===== config.mk =====
export PLATFORM = sky130hd
export DESIGN_NAME = kamikaze_hazard_ctrl
export DESIGN_NICKNAME = d
export VERILOG_FILES = /design/src/rtl/kamikaze_hazard_ctrl_pkg.sv /design/src/rtl/kamikaze_inflight_fifo.sv /design/src/rtl/kamikaze_hazard_ctrl.sv
export SDC_FILE = /design/constraint.sdc
export NUM_CORES = 1
export LEC_CHECK = 0
export BUFFER_PORTS_ARGS = -buffer_cell sky130_fd_sc_hd__buf_2
export CAP_MARGIN = 40
export CORE_UTILIZATION = 54
export CTS_BUF_LIST = sky130_fd_sc_hd__clkbuf_4 sky130_fd_sc_hd__clkbuf_8
export CTS_CLUSTER_SIZE = 20
export DETAILED_ROUTE_END_ITERATION = 10
export PLACE_DENSITY = 0.77
export SETUP_SLACK_MARGIN = 0.2
export SYNTH_ARGS = -nofsm -noshare
export SYNTH_HDL_FRONTEND = slang
export SYNTH_SLANG_ARGS = --single-unit
export TNS_END_PERCENT = 100

===== constraint.sdc =====
create_clock -name clk_i -period 3.1 [get_ports clk_i]
set_input_delay 0.155 -clock clk_i [delete_from_list [all_inputs] [get_ports clk_i]]
set_output_delay 0.155 -clock clk_i [all_outputs]
set_load 0.02 [all_outputs]

===== src/rtl/kamikaze_hazard_ctrl_pkg.sv =====
// kamikaze_hazard_ctrl_pkg: shared types and constants for the issue hazard controller
package kamikaze_hazard_ctrl_pkg;
  localparam int REG_W = 5;
  localparam logic [REG_W-1:0] REG_ZERO = '0;
  typedef enum logic {HZ_RUN = 1'b0, HZ_DRAIN = 1'b1} hz_state_e;
  typedef struct packed {
    logic [REG_W-1:0] rd;
    logic             we;
  } entry_t;
endpackage


===== src/rtl/kamikaze_inflight_fifo.sv =====
// kamikaze_inflight_fifo: circular buffer of in-flight {rd, we} entries, all slots exposed for parallel compare
module kamikaze_inflight_fifo
  import kamikaze_hazard_ctrl_pkg::*;
#(
  parameter int DEPTH = 4,
  localparam int PW = $clog2(DEPTH)
) (
  input  logic                   clk_i,
  input  logic                   rst_i,
  input  logic                   push_i,
  input  entry_t                 push_entry_i,
  input  logic                   pop_i,
  output entry_t [DEPTH-1:0]     entries_o,
  output logic   [DEPTH-1:0]     valid_o,
  output logic   [DEPTH-1:0]     head_mask_o,
  output logic   [REG_W-1:0]     head_rd_o,
  output logic   [PW:0]          count_o
);
  entry_t [DEPTH-1:0] mem_q, mem_d;
  logic [PW-1:0] wr_q, wr_d, rd_q, rd_d;
  logic [PW:0] count_q, count_d;
  always_comb begin
    mem_d = mem_q;
    if (push_i) mem_d[wr_q] = push_entry_i;
  end
  assign wr_d    = wr_q + PW'(push_i);
  assign rd_d    = rd_q + PW'(pop_i);
  assign count_d = count_q + (PW+1)'(push_i) - (PW+1)'(pop_i);
  always_ff @(posedge clk_i or negedge rst_i) begin
    if (!rst_i) begin
      mem_q   <= '0;
      wr_q    <= '0;
      rd_q    <= '0;
      count_q <= '0;
    end else begin
      mem_q   <= mem_d;
      wr_q    <= wr_d;
      rd_q    <= rd_d;
      count_q <= count_d;
    end
  end
  // slot age relative to head decides validity; pointer wrap keeps the offset modulo DEPTH
  for (genvar g = 0; g < DEPTH; g++) begin : g_slot
    logic [PW-1:0] off;
    assign off            = PW'(g) - rd_q;
    assign valid_o[g]     = {1'b0, off} < count_q;
    assign head_mask_o[g] = rd_q == PW'(g);
  end
  assign entries_o = mem_q;
  assign head_rd_o = mem_q[rd_q].rd;
  assign count_o   = count_q;
endmodule


===== src/rtl/kamikaze_hazard_ctrl.sv =====
// kamikaze_hazard_ctrl: in-order issue controller with RAW/full stalls and flush drain
// Define KAMIKAZE_HAZARD_BYPASS_EN to let a dependent issue in its producer's writeback cycle.
module kamikaze_hazard_ctrl
  import kamikaze_hazard_ctrl_pkg::*;
#(
  parameter int DEPTH = 4
) (
  input  logic                     clk_i,
  input  logic                     rst_i,
  input  logic                     issue_valid_i,
  input  logic [REG_W-1:0]         issue_rs1_i,
  input  logic [REG_W-1:0]         issue_rs2_i,
  input  logic                     issue_rs1_used_i,
  input  logic                     issue_rs2_used_i,
  input  logic [REG_W-1:0]         issue_rd_i,
  input  logic                     issue_rd_we_i,
  output logic                     issue_ready_o,
  input  logic                     wb_valid_i,
  input  logic                     wb_we_i,
  input  logic [REG_W-1:0]         wb_rd_i,
  input  logic                     flush_i,
  output logic                     kill_o,
  output logic [$clog2(DEPTH):0]   inflight_o,
  output logic                     err_o
);
  localparam int CW = $clog2(DEPTH) + 1;
`ifdef KAMIKAZE_HAZARD_BYPASS_EN
  localparam logic BYP = 1'b1;
`else
  localparam logic BYP = 1'b0;
`endif
  hz_state_e state_q, state_d;
  logic err_q, err_d;
  entry_t [DEPTH-1:0] ent;
  logic [DEPTH-1:0] vld, head_m, m1, m2, m1_eff, m2_eff;
  logic [REG_W-1:0] head_rd;
  logic [CW-1:0] cnt;
  logic ret1, ret2, haz1, haz2, full, push, pop, empty, next_empty;
  kamikaze_inflight_fifo #(.DEPTH(DEPTH)) u_fifo (
    .clk_i       (clk_i),
    .rst_i       (rst_i),
    .push_i      (push),
    .push_entry_i('{rd: issue_rd_i, we: issue_rd_we_i && issue_rd_i != REG_ZERO}),
    .pop_i       (pop),
    .entries_o   (ent),
    .valid_o     (vld),
    .head_mask_o (head_m),
    .head_rd_o   (head_rd),
    .count_o     (cnt)
  );
  for (genvar g = 0; g < DEPTH; g++) begin : g_cmp
    assign m1[g] = vld[g] & ent[g].we & (ent[g].rd == issue_rs1_i);
    assign m2[g] = vld[g] & ent[g].we & (ent[g].rd == issue_rs2_i);
  end
  assign ret1 = wb_valid_i & wb_we_i & (wb_rd_i == issue_rs1_i);
  assign ret2 = wb_valid_i & wb_we_i & (wb_rd_i == issue_rs2_i);
  // only the retiring head is forgiven; any younger match still stalls
  assign m1_eff = m1 & ~(head_m & {DEPTH{BYP & ret1}});
  assign m2_eff = m2 & ~(head_m & {DEPTH{BYP & ret2}});
  assign haz1 = issue_rs1_used_i & (issue_rs1_i != REG_ZERO) & |m1_eff;
  assign haz2 = issue_rs2_used_i & (issue_rs2_i != REG_ZERO) & |m2_eff;
  assign full       = cnt == CW'(DEPTH);
  assign empty      = cnt == '0;
  assign next_empty = empty | (cnt == CW'(1) & wb_valid_i);
  assign issue_ready_o = (state_q == HZ_RUN) & ~full & ~haz1 & ~haz2 & ~flush_i;
  assign push = issue_valid_i & issue_ready_o;
  assign pop  = wb_valid_i & ~empty;
  always_comb begin
    state_d = state_q == HZ_RUN ? (flush_i ? HZ_DRAIN : HZ_RUN) : (next_empty ? HZ_RUN : HZ_DRAIN);
    err_d   = err_q | (wb_valid_i & (empty | (wb_we_i & (wb_rd_i != head_rd))));
  end
  always_ff @(posedge clk_i or negedge rst_i) begin
    if (!rst_i) begin
      state_q <= HZ_RUN;
      err_q   <= 1'b0;
    end else begin
      state_q <= state_d;
      err_q   <= err_d;
    end
  end
  assign kill_o     = state_q == HZ_DRAIN;
  assign inflight_o = cnt;
  assign err_o      = err_q;
endmodule

### Word-level counts from Yosys, hierarchy flattened

Cells that the tools add are included.

* bitwise gates (word level): 34
* reduce and logical (&&, ||, !) cells: 8
* add/sub/neg operators: 8
* equal/unequal tests: 11
* $lt $le $gt $ge: 7
* multiplexer cells: 8

Operators by type and width (number)
* == test 5 bit: 8
* AND 1 bit: 25
* bitwise mux 24 bit: 1
* nonzero test 5 bit: 3
* binary-select mux 6 bit (select 2 bit): 1
* demux 6 bit (select 2 bit): 1
* < comparator 2 x 3 -> 1 bit: 4
* two-way mux 6 bit: 2
* OR reduction 4 bit: 2
* < comparator 2 x 3 -> 1 bit, second input constant: 2
* inverter 1 bit: 6
* != test 5 bit: 1
* adder 2 x 1 -> 2 bit: 2
* subtractor 1 x 2 -> 2 bit, first input constant: 2
* subtractor 2 bit, first input constant: 2
* adder 3 x 1 -> 3 bit: 1
* == test 3 x 1 -> 1 bit, second input constant: 1
* == test 3 bit, second input constant: 1
* zero test 3 bit: 1
* two-way mux 1 bit: 3
* bitwise OR 1 bit: 3
* subtractor 3 x 1 -> 3 bit: 1
* greater-or-equal comparator 2 x 1 -> 1 bit, second input constant: 1
* logical AND 1 bit: 2

* logic and storage cells: 89
* flip-flop bits (word level): 33
* output and inout port bits: 6

### Depth between registers and ports, before layout

* depth in word-level cells: 13
* mapped depth: 16

### Hierarchy

From an unflattened synthesis, not the netlist that was laid out.

* cell total of the unflattened synthesis: 197
* area total of the unflattened synthesis: 2278.4 µm²

By module, submodules not included
* kamikaze_inflight_fifo: sequential area each 775.7 µm², cells an instance 101, instances 1, area each 1505.2 µm²
* kamikaze_hazard_ctrl: sequential area each 50.0 µm², cells an instance 96, instances 1, area each 773.2 µm²

### Worst setup path after synthesis

Ideal clock, no wire load.

* path type: reg2reg
* from: register u_fifo.rd_q[1]
* to: register u_fifo.count_q[2] (netlist: u_fifo.count_o[2])
* required time: 2.977 ns
* stages on the path, launching flop included: 17
* data arrival time: 3.425 ns
* buffers on the path: 1
* setup slack: -0.447 ns
* cells stage by stage: dfrtp_1 -> clkbuf_1 -> xor2_1 -> inv_1 -> ha_1 -> nand2b_1 -> o221ai_1 -> nor4_1 -> nor4_2 -> nor2_2 -> nor3_1 -> and2_1 -> ha_1 -> inv_1 -> fa_1 -> xnor2_1 -> xnor2_1

* longest elaborated chain between the ends: 13
* elaborated cells between the ends (all ways): 32

RTL lines
* start, declared: RTL line kamikaze_inflight_fifo.sv:20 `logic [PW-1:0] wr_q, wr_d, rd_q, rd_d;`
* start signal, assigned: RTL line kamikaze_inflight_fifo.sv:38 `rd_q <= rd_d;`
* subtractor 1 x 2 -> 2 bit or subtractor 2 bit (tied branches): RTL line kamikaze_inflight_fifo.sv:45 `assign off = PW'(g) - rd_q;`
* < comparator 2 x 3 -> 1 bit: RTL line kamikaze_inflight_fifo.sv:46 `assign valid_o[g] = {1'b0, off} < count_q;`
* AND 1 bit: RTL line kamikaze_hazard_ctrl.sv:52, kamikaze_hazard_ctrl.sv:53
* AND 1 bit: RTL line kamikaze_hazard_ctrl.sv:52 `assign m1[g] = vld[g] & ent[g].we & (ent[g].rd == issue_rs1_i);`
* OR reduction 4 bit: RTL line kamikaze_hazard_ctrl.sv:60 `assign haz1 = issue_rs1_used_i & (issue_rs1_i != REG_ZERO) & |m1_eff;`
* AND 1 bit: RTL line kamikaze_hazard_ctrl.sv:60
* inverter 1 bit: RTL line kamikaze_hazard_ctrl.sv:65 `assign issue_ready_o = (state_q == HZ_RUN) & ~full & ~haz1 & ~haz2 & ~flush_i;`
* AND 1 bit: RTL line kamikaze_hazard_ctrl.sv:65
* AND 1 bit * (2 in series): RTL line kamikaze_hazard_ctrl.sv:65
* net issue_ready_o: RTL line kamikaze_hazard_ctrl.sv:17 `output logic issue_ready_o,`
* AND 1 bit *: RTL line kamikaze_hazard_ctrl.sv:66 `assign push = issue_valid_i & issue_ready_o;`
* adder 3 x 1 -> 3 bit *: RTL line kamikaze_inflight_fifo.sv:28 `assign count_d = count_q + (PW+1)'(push_i) - (PW+1)'(pop_i);`
* subtractor 3 x 1 -> 3 bit *: RTL line kamikaze_inflight_fifo.sv:28
* net u_fifo.count_d[2]: RTL line kamikaze_inflight_fifo.sv:21 `logic [PW:0] count_q, count_d;`
* end signal, assigned: RTL line kamikaze_inflight_fifo.sv:39 `count_q <= count_d;`
* end, declared: RTL line kamikaze_inflight_fifo.sv:21

Mark *: on every way through the listed nets, which the timed path passes. The rest lies on a longest branch.
A chain may end at the register's enable or synchronous reset.

### Worst setup path after layout

* from: register u_fifo.rd_q[1]
* to: register u_fifo.count_q[2] (netlist: u_fifo.count_o[2])

* longest elaborated chain between the ends: 13
* elaborated cells between the ends (all ways): 32

RTL lines (RTL line)
* subtractor 1 x 2 -> 2 bit or subtractor 2 bit (tied branches): kamikaze_inflight_fifo.sv:45
* < comparator 2 x 3 -> 1 bit: kamikaze_inflight_fifo.sv:46
* AND 1 bit: kamikaze_hazard_ctrl.sv:52, kamikaze_hazard_ctrl.sv:53
* AND 1 bit: kamikaze_hazard_ctrl.sv:52
* OR reduction 4 bit: kamikaze_hazard_ctrl.sv:60
* AND 1 bit: kamikaze_hazard_ctrl.sv:60
* inverter 1 bit: kamikaze_hazard_ctrl.sv:65
* AND 1 bit: kamikaze_hazard_ctrl.sv:65
* AND 1 bit * (2 in series): kamikaze_hazard_ctrl.sv:65
* AND 1 bit *: kamikaze_hazard_ctrl.sv:66
* adder 3 x 1 -> 3 bit *: kamikaze_inflight_fifo.sv:28
* subtractor 3 x 1 -> 3 bit *: kamikaze_inflight_fifo.sv:28
* net u_fifo.count_d[2]: kamikaze_inflight_fifo.sv:21

Marked as above.

==> results.ini <==
[placement]
preCtsSetupSlack_ns=0.107
port_buffers=34
hpwl_um=3930
dpl_cell_area_um2=2590
dp_cells=275
place.gp.congestion=0.836

[drt]
vias=1671
first_pass_iters=4
drtIter0Drc=118
routed_wl_um=5440
wire_per_inst_um=18.9
antenna_left=0
drc=0
vias_per_cell=5.80

[clock_network]
cts_sinks=33
path_clk_slew_ns=0.07
insertion_delay_ns=0.29
clockBufferDepth=2
cts_tree=done
cts_buffers=5
cts_root_buffer=clkbuf_8
htreeDepth=2

[hold_path]
hold_end=kill_o$_DFF_PN0_
hold_class=in2reg
hp-start=flush_i
holdPathStages=2

[sta]
setup_slack_ns=0.207
rsz0062_at_grt=true
worstMarginPinSlew_ns=0.718
finalClockSkew_ns=0.00943
setup_tns_ns=0
period_minus_slack_ns=2.89
finalHoldViolations=0
fmax_ghz=0.346
setup_viol=0
maxSlewHeadroom=0.521
slew_violations=0
period_share=0.933

[worst_setup_path]
path_cells=xor2_2 -> ha_1 -> nand2b_1 -> o221ai_2 -> nor4_1 -> nor4_2 -> nor2_4 -> nor3_4 -> and2_4 -> ha_4 -> inv_2 -> fa_2 -> xnor2_2 -> xnor2_1
critical_path_class=reg2reg
rr_endpoint=u_fifo.count_o[2]$_DFF_PN0_
slowest_delay_ns=0.45
critical_path_buf_inv_count=1
cp_data_required_time_ns=3.26
crit_family=simple AND/OR/NAND/NOR gates
slowest_stage=dfrtp_2
worst-path-max-fanout=4
critical_path_arrival_ns=3.06
cp.depth=14
r2r_cells=14
r2r-start=u_fifo.rd_q[1]$_DFF_PN0_
start_kind=flip-flop
r2r_slack_ns=0.21
end_kind=flip-flop

[grt]
grt_pass1_wl_um=8360
grt_pass1_vias=1674
grt_max_degree=34
overflow=0
antenna_found_initial=0
grt_usage=0.257

[floorplan]
ios=35
core_area_um2=4120
num_rows=23
dieArea_um2=4660
die_h_um=68.3
die_x_um=68.3
start_util=0.576

[logic_synthesis]
syn_nets=238
syn_inst=200
yosys_warnings=0
synth_cell_types=43
ys_ff_latch=33
avgSynthCellArea_um2=11.9
yosysTopAreaCellShare=0.348
synth-async-reset-ratio=1.00
synth-edff-count=0
yosys-top-cells-area=dfrtp_1 (35%), mux2_1 (11%), xnor2_1 (9.6%)
yosys_most_used_dff=dfrtp_1
yosysTopAreaCell=dfrtp_1
netlist_area_um2=2370
ys_seq_area_frac=0.348

[cells_and_area]
n_fill_cell=313
area_delta_synth_final_pct=18.2
final_area_um2=2810
stdcell_count=288
utilization=0.682
drive_gt1_frac=0.374
fin_nets=275
antenna_cells=0

[pwr]
power_density_nw_per_um2=949
ir_worst_vdd_v=0.000508
power.leakage_uw=0.00119

[run]
max-cap-violations=0

[run_status]
outcome=finished clean

metrics by stage:
step | power, µW | hold slack (ns)
after floorplan | 1790 | -0.141
after global placement | 2040 | 0.258
after detailed placement | 2080 | 0.256
after CTS | 2560 | 0.0993
after global routing | 2850 | 0.111
final | 2660 | 0.112
registers in the layout, indices dropped and copies added (netlist names):
signal / cells
u_fifo.entries_o: 24
kill_o: 1
u_fifo.wr_q: 2
u_fifo.rd_q: 2
err_o: 1
u_fifo.count_o: 3
cells in the final DEF (no fill, tap or decap), drive strengths merged, types with 2 or more instances in the layout:
cell type  netlist  routed
xnor2           26      26
nor2             5       5
nand2b           2       2
a21oi            2       2
inv              9       9
nor3             2       2
mux2            25      25
o21bai           2       2
nand3            8       8
or4              5       5
clkbuf           1       7
buf             12      42
o221ai           2       2
xor2            24      24
a21boi           2       2
nand4            2       2
ha               8       8
mux4             5       5
nand3b           2       2
nor4             9       9
o21ai            3       3
dfrtp           33      33
logic make-up after synthesis:
logic type / Yosys count / synth area share
buffers and inverters: 22 / 0.0564
and+or+nand+nor: 40 / 0.132
adders and majority gates: 9 / 0.0506
AOI/OAI and AO/OA: 16 / 0.0617
xor gates and xnor gates: 50 / 0.185
DFF: 33 / 0.348
muxes: 30 / 0.166
per-layer routing:
layer  vias up  routed length [µm]  global-route usage
met3        11                 260              0.0500
met2        58                2500               0.374
li1        783                   -                   -
met1       819                2550               0.381
met5         -                   0                   0
met4         0                 126              0.0807
what timing repair did:
item | in CTS | in global routing
gates cloned | 0 | 0
pin swaps | 4 | 3
setup endpoints to repair | 8 | 20
gates resized for setup | 3 | 7
hold endpoints to repair | 33 | 0
buffers inserted | 2 | 2
hold buffers | 1 | 0
final cells by class:
class | instances | area, µm² | area share
multi-input combinational | 145 | 1520 | 0.541
sequential | 33 | 828 | 0.295
timing repair buffer | 43 | 240 | 0.0856
clock buffer | 7 | 90.1 | 0.0321
tap | 50 | 62.6 | 0.0223
inverter | 9 | 36.3 | 0.0129
clock inverter | 1 | 30.0 | 0.0107
Yosys cell counts, types with 2 or more instances:
cell type / number
buf_2: 5
buf_4: 2
buf_6: 5
dfrtp_1: 33
ha_1: 8
inv_1: 9
mux2_1: 23
mux2_2: 2
mux4_2: 5
nand2b_1: 2
nand3_1: 8
nand3b_1: 2
nand4_1: 2
nor2_1: 4
nor3_1: 2
nor4_1: 4
nor4_4: 4
o21ai_0: 2
o21bai_1: 2
o221ai_1: 2
or4_1: 3
or4_4: 2
xnor2_1: 26
xor2_1: 24
how the worst max path moves through the flow:
stage                                            from                           to
after floorplan           u_fifo.count_o[1]$_DFF_PN0_  u_fifo.count_o[2]$_DFF_PN0_
final                        u_fifo.rd_q[1]$_DFF_PN0_  u_fifo.count_o[2]$_DFF_PN0_
after CTS                    u_fifo.rd_q[1]$_DFF_PN0_  u_fifo.count_o[2]$_DFF_PN0_
after global placement    u_fifo.count_o[1]$_DFF_PN0_  u_fifo.count_o[2]$_DFF_PN0_
after global routing         u_fifo.rd_q[1]$_DFF_PN0_  u_fifo.count_o[2]$_DFF_PN0_
after detailed placement  u_fifo.count_o[1]$_DFF_PN0_  u_fifo.count_o[2]$_DFF_PN0_
report_power, final:
part | switching [µW] | internal (µW) | leakage, µW
Sequential | 307 | 630 | 0.000406
Combinational | 627 | 670 | 0.000717
Clock | 157 | 271 | 0.0000619
Total | 1090 | 1570 | 0.00119
Power figures use the tool's default switching activity.
